File: config.mk
export PLATFORM = sky130hd
export DESIGN_NAME = hc_read_responder
export DESIGN_NICKNAME = d
export VERILOG_FILES = /design/src/rtl/hc_pkg.sv /design/src/rtl/hc_read_rob.sv /design/src/rtl/hc_read_responder.sv
export SDC_FILE = /design/constraint.sdc
export NUM_CORES = 1
export LEC_CHECK = 0
export ABC_AREA = 0
export BUFFER_PORTS_ARGS = -buffer_cell sky130_fd_sc_hd__buf_2
export CORE_AREA = 3 3 519 521
export CTS_BUF_LIST = sky130_fd_sc_hd__clkbuf_16
export CTS_CLUSTER_SIZE = 10
export DETAILED_ROUTE_END_ITERATION = 8
export DIE_AREA = 0 0 522 524
export PLACE_DENSITY_LB_ADDON = 0.1
export SYNTH_ARGS = -nofsm -noshare
export SYNTH_HDL_FRONTEND = slang
export SYNTH_HIERARCHICAL = 1
export SYNTH_SLANG_ARGS = --single-unit
File: constraint.sdc
create_clock -name clk -period 12.7 [get_ports clk]
set_clock_uncertainty 0.2 [all_clocks]
set_input_delay 1.27 -clock clk [delete_from_list [all_inputs] [get_ports clk]]
set_output_delay 1.27 -clock clk [all_outputs]
set_load 0.01 [all_outputs]
File: src/rtl/hc_pkg.sv
// rtl/hc_pkg.sv - shared types and constants for the host-channel read path
//
// Purpose: request command encoding, field widths and line data type used by
// hc_read_responder and hc_read_rob.
// Contents:
//   HC_NUM_BUFFERS       buffer ids carried by t_buffer_total_size
//   HC_MAX_BUFFER_SIZE   bit width of one per-id size field (lines)
//   HC_MAX_OUTSTANDING   largest supported number of reads in flight
//   t_request_cmd / _id / _offset, t_request_size, t_buffer_data,
//   t_buffer_total_size, is_read_cmd()
package hc_pkg;

  localparam int HC_NUM_BUFFERS     = 4;
  localparam int HC_MAX_BUFFER_SIZE = 16;
  localparam int HC_MAX_OUTSTANDING = 16;
  localparam int HC_LINE_BITS       = 512;

  typedef enum logic [1:0] {
    e_REQUEST_NONE         = 2'd0,
    e_REQUEST_READ_STREAM  = 2'd1,
    e_REQUEST_READ_INDEXED = 2'd2,
    e_REQUEST_WRITE        = 2'd3
  } t_request_cmd;

  // Wider than log2(HC_NUM_BUFFERS) so out-of-range ids can be seen and rejected.
  typedef logic [3:0]                                  t_request_cmd_id;
  typedef logic [HC_MAX_BUFFER_SIZE-1:0]               t_request_cmd_offset;
  // One extra bit so a completely full window (== HC_MAX_OUTSTANDING) fits.
  typedef logic [$clog2(HC_MAX_OUTSTANDING):0]         t_request_size;
  typedef logic [HC_LINE_BITS-1:0]                     t_buffer_data;
  typedef logic [HC_NUM_BUFFERS*HC_MAX_BUFFER_SIZE-1:0] t_buffer_total_size;

  function automatic logic is_read_cmd(input t_request_cmd cmd);
    return (cmd == e_REQUEST_READ_STREAM) || (cmd == e_REQUEST_READ_INDEXED);
  endfunction

endpackage

File: src/rtl/hc_read_rob.sv
// rtl/hc_read_rob.sv - tag-indexed reorder buffer for read responses
//
// Purpose: responses are written at the slot named by their tag and released
// strictly in tag (issue) order from a head pointer.  A response that lands
// on the current head slot is released in the same cycle (bypass), so the
// head can reach rx one cycle after it arrives.
// Ports:
//   clk, reset         clock, synchronous active-high reset
//   wr_valid/tag/data  response write port
//   head_valid/data    combinational in-order release; a release pops the head
module hc_read_rob
  import hc_pkg::*;
#(
  parameter int DEPTH = 16,
  parameter int TAG_W = $clog2(DEPTH)
) (
  input  logic             clk,
  input  logic             reset,
  input  logic             wr_valid,
  input  logic [TAG_W-1:0] wr_tag,
  input  t_buffer_data     wr_data,
  output logic             head_valid,
  output t_buffer_data     head_data
);

  logic [DEPTH-1:0] valid_q, valid_d;
  logic [TAG_W-1:0] head_q, head_d;
  t_buffer_data     data_q [DEPTH];
  logic             hit_stored;
  logic             hit_bypass;

  always_comb begin
    hit_stored = valid_q[head_q];
    hit_bypass = wr_valid && (wr_tag == head_q);
    head_valid = hit_stored || hit_bypass;
    head_data  = hit_stored ? data_q[head_q] : wr_data;

    valid_d = valid_q;
    if (wr_valid) valid_d[wr_tag] = 1'b1;
    // Clearing after setting covers the bypass case: the slot never lingers.
    if (head_valid) valid_d[head_q] = 1'b0;

    head_d = head_q + TAG_W'(head_valid);
  end

  always_ff @(posedge clk) begin
    if (reset) begin
      valid_q <= '0;
      head_q  <= '0;
    end else begin
      valid_q <= valid_d;
      head_q  <= head_d;
    end
  end

  // Payload storage needs no reset; the valid bits qualify every entry.
  always_ff @(posedge clk) begin
    if (wr_valid) data_q[wr_tag] <= wr_data;
  end

endmodule

File: src/rtl/hc_read_responder.sv
// rtl/hc_read_responder.sv - read-request front end: address gen, tags, response delivery
//
// Purpose: accepts stream/indexed read commands per buffer id, range-checks
// them against the per-id size, issues one registered memory read per
// accepted command with a free-running tag, tracks reads in flight and
// delivers returned lines on rx as one-cycle pulses.
// Optional feature macro: HC_READ_REORDER_EN - deliver rx in issue order via
// hc_read_rob; when undefined, responses are forwarded in arrival order.
// Ports:
//   clk, reset                          clock, synchronous active-high reset
//   req_cmd, req_id, req_offset         read request control fields
//   status_count/empty/full             reads issued but not yet delivered
//   buf_base, buffer_size               per-id base line address / size in lines
//   mem_rd_valid/addr/tag, mem_almfull  memory read request channel
//   mem_rsp_valid/tag/data              memory read response channel
//   rx_valid, rx_data                   delivered lines (no backpressure)
//   err_range                           sticky out-of-range command flag
module hc_read_responder
  import hc_pkg::*;
#(
  parameter int NUM_BUFFERS     = 4,
  parameter int MAX_OUTSTANDING = 16,
  parameter int ADDR_WIDTH      = 42
) (
  input  logic                              clk,
  input  logic                              reset,
  input  t_request_cmd                      req_cmd,
  input  t_request_cmd_id                   req_id,
  input  t_request_cmd_offset               req_offset,
  output t_request_size                     status_count,
  output logic                              status_empty,
  output logic                              status_full,
  input  logic [NUM_BUFFERS*ADDR_WIDTH-1:0] buf_base,
  input  t_buffer_total_size                buffer_size,
  output logic                              mem_rd_valid,
  output logic [ADDR_WIDTH-1:0]             mem_rd_addr,
  output logic [$clog2(MAX_OUTSTANDING)-1:0] mem_rd_tag,
  input  logic                              mem_almfull,
  input  logic                              mem_rsp_valid,
  input  logic [$clog2(MAX_OUTSTANDING)-1:0] mem_rsp_tag,
  input  t_buffer_data                      mem_rsp_data,
  output logic                              rx_valid,
  output t_buffer_data                      rx_data,
  output logic                              err_range
);

  localparam int            TAG_W   = $clog2(MAX_OUTSTANDING);
  localparam int            PTR_W   = HC_MAX_BUFFER_SIZE;
  localparam t_request_size CNT_MAX = t_request_size'(MAX_OUTSTANDING);

  // Registered state
  logic                  mem_rd_valid_q, mem_rd_valid_d;
  logic [ADDR_WIDTH-1:0] mem_rd_addr_q,  mem_rd_addr_d;
  logic [TAG_W-1:0]      mem_rd_tag_q,   mem_rd_tag_d;
  logic [TAG_W-1:0]      tag_cnt_q,      tag_cnt_d;
  logic [PTR_W-1:0]      stream_ptr_q [NUM_BUFFERS];
  logic [PTR_W-1:0]      stream_ptr_d [NUM_BUFFERS];
  logic                  err_range_q,    err_range_d;
  t_request_size         count_q,        count_d;
  logic                  status_empty_q, status_empty_d;
  logic                  status_full_q,  status_full_d;
  logic                  rx_valid_q,     rx_valid_d;
  t_buffer_data          rx_data_q,      rx_data_d;

  // Request decode
  logic                  sel_hit;
  logic [ADDR_WIDTH-1:0] sel_base;
  logic [PTR_W-1:0]      sel_size;
  logic [PTR_W-1:0]      sel_ptr;
  logic [PTR_W-1:0]      line_idx;
  logic                  is_stream;
  logic                  in_range;
  logic                  cmd_take;
  logic                  issue;
  logic                  rsp_accept;
  logic                  deliver_valid;
  t_buffer_data          deliver_data;

  // Per-id lookup by comparison so an id beyond NUM_BUFFERS simply misses.
  always_comb begin
    sel_hit  = 1'b0;
    sel_base = '0;
    sel_size = '0;
    sel_ptr  = '0;
    for (int i = 0; i < NUM_BUFFERS; i++) begin
      if (req_id == t_request_cmd_id'(i)) begin
        sel_hit  = 1'b1;
        sel_base = buf_base[i*ADDR_WIDTH +: ADDR_WIDTH];
        sel_size = buffer_size[i*HC_MAX_BUFFER_SIZE +: HC_MAX_BUFFER_SIZE];
        sel_ptr  = stream_ptr_q[i];
      end
    end
  end

  always_comb begin
    is_stream = (req_cmd == e_REQUEST_READ_STREAM);
    line_idx  = is_stream ? sel_ptr : req_offset;
    in_range  = sel_hit && (line_idx < sel_size);
    // Blocked commands are dropped outright; there is no request queue.
    cmd_take  = is_read_cmd(req_cmd) && !status_full_q && !mem_almfull;
    issue     = cmd_take && in_range;
    // A response with nothing in flight is stale (e.g. from before a reset).
    rsp_accept = mem_rsp_valid && (count_q != '0);
  end

`ifdef HC_READ_REORDER_EN
  hc_read_rob #(
    .DEPTH (MAX_OUTSTANDING),
    .TAG_W (TAG_W)
  ) u_rob (
    .clk        (clk),
    .reset      (reset),
    .wr_valid   (rsp_accept),
    .wr_tag     (mem_rsp_tag),
    .wr_data    (mem_rsp_data),
    .head_valid (deliver_valid),
    .head_data  (deliver_data)
  );
`else
  logic unused_rsp_tag;
  assign unused_rsp_tag = ^mem_rsp_tag;
  assign deliver_valid  = rsp_accept;
  assign deliver_data   = mem_rsp_data;
`endif

  always_comb begin
    mem_rd_valid_d = issue;
    mem_rd_addr_d  = issue ? (sel_base + ADDR_WIDTH'(line_idx)) : mem_rd_addr_q;
    mem_rd_tag_d   = issue ? tag_cnt_q : mem_rd_tag_q;
    // Power-of-two depth: natural wrap gives the modulo.
    tag_cnt_d      = tag_cnt_q + TAG_W'(issue);

    stream_ptr_d = stream_ptr_q;
    for (int i = 0; i < NUM_BUFFERS; i++) begin
      if (issue && is_stream && (req_id == t_request_cmd_id'(i))) begin
        stream_ptr_d[i] = stream_ptr_q[i] + PTR_W'(1);
      end
    end

    err_range_d = err_range_q || (cmd_take && !in_range);

    case ({issue, deliver_valid})
      2'b10:   count_d = count_q + t_request_size'(1);
      2'b01:   count_d = count_q - t_request_size'(1);
      default: count_d = count_q;
    endcase
    // Flags follow count_d so they line up with status_count every cycle.
    status_empty_d = (count_d == '0);
    status_full_d  = (count_d == CNT_MAX);

    rx_valid_d = deliver_valid;
    rx_data_d  = deliver_valid ? deliver_data : rx_data_q;
  end

  always_ff @(posedge clk) begin
    if (reset) begin
      mem_rd_valid_q <= 1'b0;
      mem_rd_addr_q  <= '0;
      mem_rd_tag_q   <= '0;
      tag_cnt_q      <= '0;
      for (int i = 0; i < NUM_BUFFERS; i++) stream_ptr_q[i] <= '0;
      err_range_q    <= 1'b0;
      count_q        <= '0;
      status_empty_q <= 1'b1;
      status_full_q  <= 1'b0;
      rx_valid_q     <= 1'b0;
      rx_data_q      <= '0;
    end else begin
      mem_rd_valid_q <= mem_rd_valid_d;
      mem_rd_addr_q  <= mem_rd_addr_d;
      mem_rd_tag_q   <= mem_rd_tag_d;
      tag_cnt_q      <= tag_cnt_d;
      stream_ptr_q   <= stream_ptr_d;
      err_range_q    <= err_range_d;
      count_q        <= count_d;
      status_empty_q <= status_empty_d;
      status_full_q  <= status_full_d;
      rx_valid_q     <= rx_valid_d;
      rx_data_q      <= rx_data_d;
    end
  end

  assign mem_rd_valid = mem_rd_valid_q;
  assign mem_rd_addr  = mem_rd_addr_q;
  assign mem_rd_tag   = mem_rd_tag_q;
  assign err_range    = err_range_q;
  assign status_count = count_q;
  assign status_empty = status_empty_q;
  assign status_full  = status_full_q;
  assign rx_valid     = rx_valid_q;
  assign rx_data      = rx_data_q;

endmodule

==> impl_metrics.json <==
{
  "status": "finished clean",
  "syn_nets": 4121,
  "ys_async_sr_fraction_pct": 0,
  "synthMuxAreaShare_pct": 6.08,
  "slew_violations": 0,
  "io_buffers": 1337,
  "cp_max_fo": 41,
  "post-route-util_pct": 15.2,
  "grt_antenna_before_repair": 161,
  "die_h_um": 524,
  "grt_overflow_total": 0,
  "final_nets": 5344,
  "crit_path_start_kind": "input pin",
  "num_io_pins": 1342,
  "syn2layout_area_growth_pct": 50.4,
  "grt_pass1_vias": 29200,
  "rsz0062_at_grt": "false",
  "peakVddDrop_mv": 0.113,
  "crit_required_ns": 13.15,
  "viasPerCell": 3.54,
  "dp_cells": 7963,
  "tritoncts": "built",
  "period_share_pct": 60.1,
  "cap_violations": 0,
  "synth_edf_count": 0,
  "worst_pin_slew_ns": 1.13,
  "setup_viol": 0,
  "drc": 0,
  "ys_ff_latch": 636,
  "seq_area_frac_synth_pct": 47.5,
  "criticalPathCategory": "in -> reg",
  "fmax_ghz": 0.131,
  "first_pass_iters": 5,
  "netlist.area_leader.share_pct": 47.5,
  "yosys.area_share.simple_pct": 23.3,
  "ys_top_cells_by_area": "dfxtp_1 47%, nand2_1 16%, a21oi_1 11%",
  "vias": 28900,
  "drt_iter0_markers": 1331,
  "wl_um": 189000,
  "synthFlopType": "dfxtp_1",
  "yosys.area.top_type": "dfxtp_1",
  "synth_top_family_by_area": "simple AND/OR/NAND/NOR gates",
  "ys_warn_count": 6,
  "p_per_area_nw_per_um2": 132,
  "die_area_um2": 274000,
  "clockBufferDepth": 3,
  "core_area_um2": 265000,
  "place_hpwl_um": 149000,
  "syn_area_um2": 26800,
  "p_leak_uw": 0.0161,
  "grt_pass1_wl_um": 250000,
  "regToRegSetupSlack_ns": 6.52,
  "insertion_delay_ns": 0.71,
  "synthAdderAreaFrac_pct": 2.11,
  "cts_root_buf": "clkbuf_16",
  "die_w_um": 522,
  "drive_above_1_share_pct": 34.4,
  "worst_ep_arrival_time_ns": 8.08,
  "wl_per_cell_um": 23.1,
  "grt_max_degree": 171,
  "gp_congestion": 0.779,
  "num_rows": 189,
  "synth_area_per_cell_um2": 8.12,
  "initial_core_util_pct": 10.1,
  "ant_nets": 0,
  "fin_crit_ns": 7.63,
  "synth-compound-area-share_pct": 15.0,
  "hold_class": "reg -> reg",
  "final_cells": 8173,
  "ys_types": 79,
  "finalHoldViolCount": 0,
  "post_cts_buffers": 0,
  "path_clk_slew_ns": 0.05,
  "critPathCaptureType": "flop",
  "setup_tns_ns": 0,
  "slew_headroom_pct": 24.6,
  "htree_levels": 3,
  "cts.sinks": 636,
  "synth_xor_xnor_area_share_pct": 2.12,
  "cts_resized": 0,
  "cts_hold_buf": 0,
  "synth_cells": 3303,
  "numCtsBuffers": 94,
  "fillCellCount": 30700,
  "track_usage_pct": 13.0
}
registers in the layout, summed over array words and instances, names as in the netlist:
name	flops
status_count	5
status_full	1
err_range	1
mem_rd_tag	4
mem_rd_valid	1
stream_ptr_q	64
mem_rd_addr	42
rx_data	512
status_empty	1
rx_valid	1
tag_cnt_q	4
final cells by class:
class / instances / area, µm² / share of cell area (%)
antenna: 42 / 105 / 0.261
clock buffer: 94 / 2350 / 5.83
clock inverter: 74 / 562 / 1.39
inverter: 21 / 86.3 / 0.214
multi-input combinational: 2406 / 13100 / 32.4
sequential: 636 / 12700 / 31.6
tap: 3533 / 4420 / 11.0
timing repair buffer: 1367 / 6990 / 17.3
worst paths after layout:
kind	start	endpoint	depth (start not counted)
worst max-delay path	req_id[0]	status_full$_SDFF_PP0_	23
worst min-delay path	rx_data[477]$_SDFFE_PP0P_	rx_data[477]$_SDFFE_PP0P_	2
worst max register to register	stream_ptr_q[17]$_SDFFE_PP0P_	status_full$_SDFF_PP0_	20
worst min register to register	rx_data[477]$_SDFFE_PP0P_	rx_data[477]$_SDFFE_PP0P_	2
metrics by stage:
stage                     total power [µW]  setup WS, ns  instance area, µm²  hold WS, ns
after global placement                2830          4.14               37300        0.239
after floorplan                       2440          6.22               26800        0.236
after CTS                             5500          4.98               40200        0.251
after global routing                  5610          4.54               40200        0.263
after detailed placement              2840          4.18               37300        0.244
final                                 5320          5.07               40300        0.248
cells by family (layout without fill, tap and decap cells):
logic type,count (synthesis),count (layout)
adders and majority gates,44,44
buffers and inverters,261,1556
xor gates and xnor gates,65,65
muxes,91,91
DFF,636,636
and+or+nand+nor,1480,1480
other,0,42
AOI/OAI and AO/OA,726,726
cell usage after synthesis, types with 26 or more instances:
| cell | count |
|---|---|
| xnor2_1 | 48 |
| nand3_1 | 37 |
| nand2_1 | 1143 |
| a211oi_1 | 26 |
| dfxtp_1 | 636 |
| nand4_1 | 26 |
| a21oi_1 | 577 |
| clkbuf_1 | 208 |
| mux4_2 | 47 |
| ha_1 | 42 |
| o21ai_0 | 38 |
| nor2_1 | 114 |
power by group:
group	leakage [µW]	switching, µW	internal, µW
clock network	0.00147	1130	1430
logic	0.00952	429	242
registers	0.00513	30.4	2060
worst max-delay path, stage by stage:
cell and delay [ns]:
buf_4 0.19, buf_4 0.50, nor2b_1 0.80, nand2_1 0.12, o21ai_0 0.12, a221oi_1 0.10, nor2_1 0.59, ha_1 0.27
nand4_1 0.23, nor4_1 0.41, o21ai_0 0.21, a41oi_2 0.18, buf_4 0.45, nor2_4 0.25, inv_2 0.50, ha_1 0.40
ha_1 0.31, a21o_1 0.18, a21oi_1 0.16, xor2_1 0.10, or3_1 0.31, a21oi_1 0.21, and2_1 0.15
layout by cell type (no fill, tap or decap), types with 5 or more instances in the layout:
cell	count
buf_2	1334
nand2_1	1143
dfxtp_1	636
a21oi_1	577
nor2_1	113
clkbuf_16	94
xnor2_1	48
mux4_2	47
diode_2	42
ha_1	42
o21ai_0	38
nand3_1	36
inv_1	34
clkinv_1	31
buf_4	27
nand4_1	26
a211oi_1	26
mux2i_1	24
nor3_1	22
and2_1	22
nor4_1	18
xor2_1	17
or3_1	17
nor2b_1	16
o31ai_1	14
or4_1	13
clkinv_2	13
a221oi_1	12
and3_1	12
a22o_1	9
mux2_2	9
and4_1	8
mux4_1	7
nor4_2	6
o21bai_1	5
buf_12	5
routing by layer:
layer  global-route usage (%)  wire length (µm)  up-vias  part of all wire (%)
met1                     12.6             64400    13600                    34
met2                     24.5             98400     1144                    52
met4                     3.30              5180      116                   2.7
li1                         -                 -    13700                     -
met3                     6.34             20000      356                    11
met5                        0               701        -                  0.37
(Power assumes the default switching activity.)
